===== src/rtl/price_book_pkg.sv =====
// rtl/price_book_pkg.sv - shared widths and scan state encoding for price book blocks
package price_book_pkg;

  localparam int PRICE_W = 64;
  localparam int QTY_W   = 64;

  typedef enum logic [1:0] {
    ST_IDLE  = 2'd0,
    ST_SCAN  = 2'd1,
    ST_FLUSH = 2'd2,
    ST_DONE  = 2'd3
  } scan_state_e;

endpackage


===== src/rtl/price_better.sv =====
// rtl/price_better.sv - combinational strict price comparison (bid: higher wins, ask: lower wins)
module price_better
  import price_book_pkg::*;
#(
  parameter int W = PRICE_W
) (
  input  logic [W-1:0] a,
  input  logic [W-1:0] b,
  input  logic         is_bid,
  output logic         better
);

  // Strict comparison so equal prices never displace an earlier entry.
  assign better = is_bid ? (a > b) : (a < b);

endmodule


===== src/rtl/price_level_scanner.sv =====
// rtl/price_level_scanner.sv - sequential scan of external level storage for best price
module price_level_scanner
  import price_book_pkg::*;
#(
  parameter int NUM_LEVELS = 16,
  parameter bit IS_BID     = 1'b1,
  parameter int IDX_W      = $clog2(NUM_LEVELS)
) (
  input  logic               clk,
  input  logic               reset,
  input  logic               start,
  output logic               busy,
  output logic [IDX_W-1:0]   rd_index,
  input  logic [PRICE_W-1:0] rd_price,
  input  logic [QTY_W-1:0]   rd_quantity,
  input  logic               rd_valid,
  output logic [PRICE_W-1:0] best_price,
  output logic [QTY_W-1:0]   best_quantity,
  output logic [IDX_W-1:0]   best_index,
  output logic               best_found,
  output logic               out_valid,
  input  logic               out_ready
);

  scan_state_e        state_q;
  logic [IDX_W-1:0]   idx_q;
  logic [IDX_W-1:0]   cmp_idx_q;
  logic               cmp_en_q;
  logic               busy_q;
  logic               out_valid_q;

  logic               run_found_q, run_found_d;
  logic [PRICE_W-1:0] run_price_q, run_price_d;
  logic [QTY_W-1:0]   run_qty_q,   run_qty_d;
  logic [IDX_W-1:0]   run_idx_q,   run_idx_d;

  logic               best_found_q;
  logic [PRICE_W-1:0] best_price_q;
  logic [QTY_W-1:0]   best_qty_q;
  logic [IDX_W-1:0]   best_idx_q;

  logic               is_better;
  logic               take;

  price_better #(.W(PRICE_W)) u_better (
    .a      (rd_price),
    .b      (run_price_q),
    .is_bid (IS_BID),
    .better (is_better)
  );

  // Compare stage works on the entry addressed one cycle earlier (cmp_idx_q).
  always_comb begin
    run_found_d = run_found_q;
    run_price_d = run_price_q;
    run_qty_d   = run_qty_q;
    run_idx_d   = run_idx_q;
    take        = cmp_en_q && rd_valid && (rd_quantity != '0) && (!run_found_q || is_better);
    if (take) begin
      run_found_d = 1'b1;
      run_price_d = rd_price;
      run_qty_d   = rd_quantity;
      run_idx_d   = cmp_idx_q;
    end
  end

  always_ff @(posedge clk) begin
    if (reset) begin
      state_q      <= ST_IDLE;
      idx_q        <= '0;
      cmp_idx_q    <= '0;
      cmp_en_q     <= 1'b0;
      busy_q       <= 1'b0;
      out_valid_q  <= 1'b0;
      run_found_q  <= 1'b0;
      run_price_q  <= '0;
      run_qty_q    <= '0;
      run_idx_q    <= '0;
      best_found_q <= 1'b0;
      best_price_q <= '0;
      best_qty_q   <= '0;
      best_idx_q   <= '0;
    end else begin
      case (state_q)
        ST_IDLE: begin
          if (start) begin
            state_q     <= ST_SCAN;
            idx_q       <= '0;
            cmp_en_q    <= 1'b0;
            busy_q      <= 1'b1;
            run_found_q <= 1'b0;
            run_price_q <= '0;
            run_qty_q   <= '0;
            run_idx_q   <= '0;
          end
        end
        ST_SCAN: begin
          cmp_en_q    <= 1'b1;
          cmp_idx_q   <= idx_q;
          run_found_q <= run_found_d;
          run_price_q <= run_price_d;
          run_qty_q   <= run_qty_d;
          run_idx_q   <= run_idx_d;
          if (idx_q == IDX_W'(NUM_LEVELS - 1)) begin
            state_q <= ST_FLUSH;
            idx_q   <= '0;
          end else begin
            idx_q   <= idx_q + IDX_W'(1);
          end
        end
        ST_FLUSH: begin
          // Last entry is folded in here and published straight to the outputs.
          cmp_en_q     <= 1'b0;
          run_found_q  <= run_found_d;
          run_price_q  <= run_price_d;
          run_qty_q    <= run_qty_d;
          run_idx_q    <= run_idx_d;
          best_found_q <= run_found_d;
          best_price_q <= run_price_d;
          best_qty_q   <= run_qty_d;
          best_idx_q   <= run_idx_d;
          busy_q       <= 1'b0;
          out_valid_q  <= 1'b1;
          state_q      <= ST_DONE;
        end
        ST_DONE: begin
          if (out_ready) begin
            out_valid_q <= 1'b0;
            state_q     <= ST_IDLE;
          end
        end
        default: state_q <= ST_IDLE;
      endcase
    end
  end

  assign busy          = busy_q;
  assign rd_index      = idx_q;
  assign out_valid     = out_valid_q;
  assign best_found    = best_found_q;
  assign best_price    = best_price_q;
  assign best_quantity = best_qty_q;
  assign best_index    = best_idx_q;

endmodule


===== config.mk =====
export PLATFORM = sky130hd
export DESIGN_NAME = price_level_scanner
export DESIGN_NICKNAME = d
export VERILOG_FILES = /design/src/rtl/price_book_pkg.sv /design/src/rtl/price_better.sv /design/src/rtl/price_level_scanner.sv
export SDC_FILE = /design/constraint.sdc
export NUM_CORES = 1
export LEC_CHECK = 0
export ABC_AREA = 1
export CAP_MARGIN = 30
export CORE_ASPECT_RATIO = 1.2
export CORE_MARGIN = 4
export CORE_UTILIZATION = 55
export CTS_BUF_LIST = sky130_fd_sc_hd__clkbuf_8
export DETAILED_ROUTE_END_ITERATION = 10
export GPL_TIMING_DRIVEN = 1
export HOLD_SLACK_MARGIN = 0.03
export PLACE_DENSITY = 0.84
export SYNTH_ARGS = -nofsm -noshare
export SYNTH_HDL_FRONTEND = slang
export SYNTH_SLANG_ARGS = --single-unit

===== constraint.sdc =====
create_clock -name clk -period 3.05 [get_ports clk]
set_clock_uncertainty 0.05 [all_clocks]
set_input_delay 0.4575 -clock clk [delete_from_list [all_inputs] [get_ports clk]]
set_output_delay 0.4575 -clock clk [all_outputs]
set_load 0.005 [all_outputs]

### Yosys cells after proc, flatten, opt, wreduce, memory -nomap -nowiden

Index checks and enable logic that the tools add are counted.

| cells by class | value |
|---|---|
| reductions and logical operators | 19 |
| order comparisons | 1 |
| add/sub/neg operators | 1 |
| equality and inequality tests | 7 |
| multiplexer cells | 22 |

Operators with widths:

| operator | number |
|---|---|
| one-hot mux 64 bit (2 select lines) | 2 |
| two-way mux 64 bit | 3 |
| > comparator 64 bit | 1 |
| nonzero test 64 bit | 1 |
| one-hot mux 4 bit (2 select lines) | 2 |
| two-way mux 4 bit | 3 |
| AND reduction 2 bit | 5 |
| one-hot mux 2 bit (4 select lines) | 1 |
| nonzero test 2 bit | 4 |
| two-way mux 2 bit | 3 |
| != test 2 bit, second input constant | 3 |
| one-hot mux 1 bit (2 select lines) | 3 |
| adder 4 x 1 -> 4 bit, second input constant | 1 |
| equality test 2 bit, second input constant | 2 |
| equality test 4 bit, second input constant | 1 |
| two-way mux 1 bit | 4 |
| logical AND 1 bit | 3 |
| one-hot mux 1 bit (3 select lines) | 1 |
| AND reduction 3 bit | 1 |
| nonzero test 3 bit | 1 |
| equality test 2 x 1 -> 1 bit, second input constant | 1 |
| zero test 2 bit | 1 |
| OR reduction 2 bit | 1 |
| zero test 1 bit | 1 |
| logical OR 1 bit | 1 |

| word-level totals | value |
|---|---|
| bits of input ports | 133 |
| word-level logic and storage cells | 64 |
| output and inout bits | 139 |
| register bits | 279 |

### Longest topological paths before layout

Gate-level depths: netlist (run 1).

| depth | value |
|---|---|
| depth in word-level cells | 5 |
| mapped depth | 23 |
| gate-level depth less buffers | 21 |

### By module

A second synthesis (run 1) with hierarchy kept.

| second synthesis, totals | value |
|---|---|
| cell total of the unflattened synthesis | 2548 |
| area, all modules | 15471.1 µm² |

By module, submodules not included:

| module | instances | cells an instance | seq. area each (µm²) | area an instance (µm²) |
|---|---|---|---|---|
| price_level_scanner | 1 | 2262 | 5585.4 | 13738.2 |
| price_better | 1 | 286 | 0.0 | 1732.9 |

### Worst setup path after synthesis (run 1)

Ideal clock, no wire load.

| timing | value |
|---|---|
| kind | input to register |
| start | in rd_price[63] |
| end | reg best_price_q[61] (netlist: best_price[61]) |
| stages on the path | 18 |
| setup slack | 0.745 ns |
| required time | 2.891 ns |
| setup time | 0.109 ns |
| path buffers | 2 |
| arrival | 2.146 ns |
| cells stage by stage | ha_1 nand2_1 nor2_2 nand3_1 nor2_1 nand2_1 nor2_1 nand2_1 nand2_1 o21bai_2 nand2_4 buf_4 buf_2 nand3_1 nand2_1 nand2_1 nand2_1 inv_1 |

| on the way | value |
|---|---|
| longest elaborated chain between the ends | 4 |

RTL lines:

| item | RTL line | RTL |
|---|---|---|
| start: declaration | price_level_scanner.sv:14 | `input logic [PRICE_W-1:0] rd_price,` |
| > comparator 64 bit | price_better.sv:14 | `assign better = is_bid ? (a > b) : (a < b);` |
| logical OR 1 bit | price_level_scanner.sv:58 | `take = cmp_en_q && rd_valid && (rd_quantity != '0) && (!run_found_q \|\| is_better);` |
| logical AND 1 bit | price_level_scanner.sv:58 |  |
| two-way mux 64 bit | price_level_scanner.sv:59 | `if (take) begin` |
| end signal: assignment | price_level_scanner.sv:119 | `best_price_q <= run_price_d;` |
| end: declaration | price_level_scanner.sv:38 | `logic [PRICE_W-1:0] best_price_q;` |

No other way between the ends.
A chain may end at the register's enable or synchronous reset.

### Final worst setup path (run 1)

| timing | value |
|---|---|
| start | in rd_price[63] |
| end | reg best_price_q[40] (netlist: best_price[40]) |

Same word-level chain as after synthesis.

==> results of run 1 <==
path summary, 6_finish.rpt:
check                           slack [ns]  cells after the start             end
worst max-delay path                  0.35                     19  best_price[40]
worst min-delay path                  0.36                      2   run_qty_q[42]
worst max register to register        0.37                     19  best_price[40]
worst min register to register        0.41                      2        cmp_en_q
layout make-up:
class | count | share of cell area
multi-input combinational | 1613 | 0.390
sequential | 279 | 0.292
timing repair buffer | 303 | 0.162
inverter | 433 | 0.0850
clock buffer | 62 | 0.0445
tap | 340 | 0.0222
clock inverter | 23 | 0.00477
antenna | 1 | 0.000131
power by group through the flow:
| stage | Clock [mW] | Sequential [mW] | Combinational (mW) |
|---|---|---|---|
| detailed placement | 0 | 5.13 | 6.12 |
| global route | 3.54 | 5.16 | 6.89 |
| finish | 3.31 | 5.06 | 6.14 |
| CTS | 3.38 | 5.06 | 6.17 |
| floorplan | 0 | 5.07 | 3.58 |
| global placement | 0 | 5.10 | 5.98 |
flip-flops by register name (all words and copies together), names as in the netlist:
register	count
best_found	1
best_index	4
best_price	64
best_quantity	64
busy	1
cmp_en_q	1
cmp_idx_q	4
out_valid	1
rd_index	4
run_found_q	1
run_idx_q	4
run_price_q	64
run_qty_q	64
state_q	2
placed cells by master, fill, tap and decap left out, drive strengths merged, types with 16 or more instances in the layout:
cell           netlist  routed
buf                 39      32
dfxtp              279     279
nand2              755     755
nor4                16      16
inv                433     452
a21oi              169     169
ha                  69      69
clkdlybuf4s50        0     270
nor2               298     298
clkbuf              92      63
nand3              271     271
through the flow:
step,instance area [um2],util,setup TNS (ns),hold slack (ns)
finish,19200,0.705,0,0.357
global route,19200,0.705,0,0.380
CTS,19200,0.705,0,0.348
detailed placement,18200,0.670,-28.35,0.404
global placement,18200,0.670,-14.39,0.401
floorplan,15200,-,0,0.384
critical path, delay by kind of cell:
kind | cells | cell delay, ns
buffers and inverters | 4 | 0.86
adders and majority gates | 1 | 0.33
and+or+nand+nor | 13 | 1.37
AOI/OAI and AO/OA | 1 | 0.07
layer usage:
| layer | GRT usage | up-vias | wire length, um |
|---|---|---|---|
| met2 | 0.470 | 490 | 20100 |
| met3 | 0.0543 | 109 | 2770 |
| li1 | - | 7922 | - |
| met1 | 0.306 | 6980 | 17200 |
| met4 | 0.112 | 0 | 1590 |
| met5 | 0 | - | 0 |
cells by family (layout without fill, tap and decap cells):
group           after synthesis  after routing  synth area share
compound gates              191            191            0.0652
fa+ha+maj                    69             69            0.0567
buf+inv                     564            821             0.145
flops                       279            279             0.367
other cells                   0              1                 0
simple gates               1353           1353             0.366
==> results by group, run 1 <==
Run status
  – Status: finished, final reports clean

Yosys
  – Synth cell count leaders: nand2_1 (723), inv_1 (432), nor2_1 (296), dfxtp_1 (279), nand3_1 (271)
  – Syn_nets: about 2700
  – YS warnings: 0
  – Mapped Cells: between 2000 and 2500
  – #FFs+latches synth: approximately 280
  – Top-count cell post-synth: nand2_1
  – Yosys cell types: 27
  – Dominant synthesized flop cell: dfxtp_1
  – Largest area contributor in the netlist: dfxtp_1
  – Largest cells by area after synthesis: dfxtp_1 (37%), nand2_1 (18%), inv_1 (11%)
  – Post-synth top area share: 0.367
  – Async set-reset flop share out of synthesis: 0
  – Mapped cell area: 15200 um2
  – Sequential area share after synthesis: 0.367
  – Synthesized area per cell: 6.20 um2
  – Number of synthesized flops with an enable pin: 0

STA
  – Final Hold Viols: 0
  – Fmax: approximately 370 MHz
  – Unrepaired setup endpoints after global routing: false
  – Relative slew slack: 0.526
  – Final critical-path required period: roughly 2.7 ns
  – Final Max Tran Viols: 0
  – Fin crit share: 0.885
  – Worst-Margin Slew: around 0.71 ns
  – Final WS setup: ~0.35 ns
  – Setup violations, final: 0

Die
  – IO Pins: between 200 and 300
  – Row count: 66
  – Starting density of the core: 0.561
  – DIE AREA: about 30000 um2
  – Vert. Die Dim: 190 um
  – Chip Width: 160 um
  – Core Area: around 27000 um2

Setup path
  – Crit Path Max Fanout: 26
  – Type of destination of the critical path: flop
  – Crit path required time: between 3 and 4 ns
  – CP Cell Sequence: clkdlybuf4s50_1, ha_1, nand2_1, nor2_2, nand3_1, nor2_1, nand2_1, nor2_1, nand2_1, nand2_1, o21bai_2, nand2_4, buf_4, buf_12, nand3_1, nand2_1, nand2_1, nand2_1, inv_1
  – Max incr delay on CP: 0.46 ns
  – WS Path Type: input pin to flop
  – Worst r2r src: run_price_q[51]
  – Most frequent cell on the critical path: nand2_1
  – Slowest stage cell on the critical path: clkdlybuf4s50_1
  – CP arrival: between 3 and 4 ns
  – Startpoint Class: input pin
  – CP startpoint: rd_price[63]

Clock network
  – Hold_buf cts: 0
  – CTS clk-pin slew, worst paths: roughly 0.06 ns
  – CTS tree: built
  – TritonCTS buffer count: between 40 and 50
  – TritonCTS Sinks: 279
  – Post-CTS Setup Bufs: 0
  – CTS Root Cell: clkbuf_8
  – CTS HTree Levels: 2
  – Worst skew pair latency: ~0.56 ns
  – Max clock buf depth: 3
  – CTS resizes: 0

GRT
  – First-pass GRT wire length: slightly below 70000 um
  – Vias in the first global route: 15000
  – Total GRT Usage: 0.263
  – Grt total ovfl: 0
  – Antenna violations before repair: 0
  – Largest net degree at the start of global routing: between 100 and 150

Place
  – Routability cong.: between 0.8 and 0.9
  – Pre-CTS WS: -0.185 ns
  – Port Buf Inserts: 271
  – Dpl cells: around 3000
  – Post-detail-place hpwl: approximately 28000 um

Worst hold path
  – HP Class: input pin to flop
  – Hold Startpoint: reset

Power
  – P per Cell Area: ~760 nW/um2
  – Sequential power share: 0.349
  – Sw frac: 0.382
  – Total power: 14.5 mW
  – Clk pwr share: 0.228
  – Leakage power: slightly above 9 nW
  – Combinational share of power: 0.423
  – P_int: 8.97 mW
  – Worst IR Drop VDD: roughly 750 uV
  – Switching power: 5.55 mW

Route
  – Initial DRC count: between 900 and 1000
  – Vias per inst: 5.08
  – Drt pass-1 iters: 6
  – Total Routed Length: 41700 um
  – Routed wire length per instance: between 10 and 15 um
  – Via count: 15500
  – ANT nets after route: 0
  – Drt drc: 0

Layout
  – Multi-input logic area: between 7000 and 8000 um2
  – Fillers: about 2300
  – Register area: about 5600 um2
  – Share of layout cells above drive strength 1: 0.0509
  – Cell Count, Final, Fillers Out: between 3000 and 4000
  – Synthesis-to-layout area growth: 25.8%
  – NumNets Final: about 2900

Flow run
  – Max-Cap Viols: 0
(Power assumes the default switching activity.)
==> run 2: changes to the inputs <==
--- a/config.mk
+++ b/config.mk
@@ -13,7 +13,7 @@
 export CTS_BUF_LIST = sky130_fd_sc_hd__clkbuf_8
 export DETAILED_ROUTE_END_ITERATION = 10
 export GPL_TIMING_DRIVEN = 1
-export HOLD_SLACK_MARGIN = 0.03
+export HOLD_SLACK_MARGIN = 0.1
 export PLACE_DENSITY = 0.84
 export SYNTH_ARGS = -nofsm -noshare
 export SYNTH_HDL_FRONTEND = slang
==> results of run 2 <==
Final layout, timing and power as in run 1 (identical DEF).
==> run 3: changes to the inputs <==
--- a/config.mk
+++ b/config.mk
@@ -6,7 +6,6 @@
 export NUM_CORES = 1
 export LEC_CHECK = 0
 export ABC_AREA = 1
-export CAP_MARGIN = 30
 export CORE_ASPECT_RATIO = 1.2
 export CORE_MARGIN = 4
 export CORE_UTILIZATION = 55
==> results of run 3 <==
Final layout, timing and power as in run 1 (identical DEF).
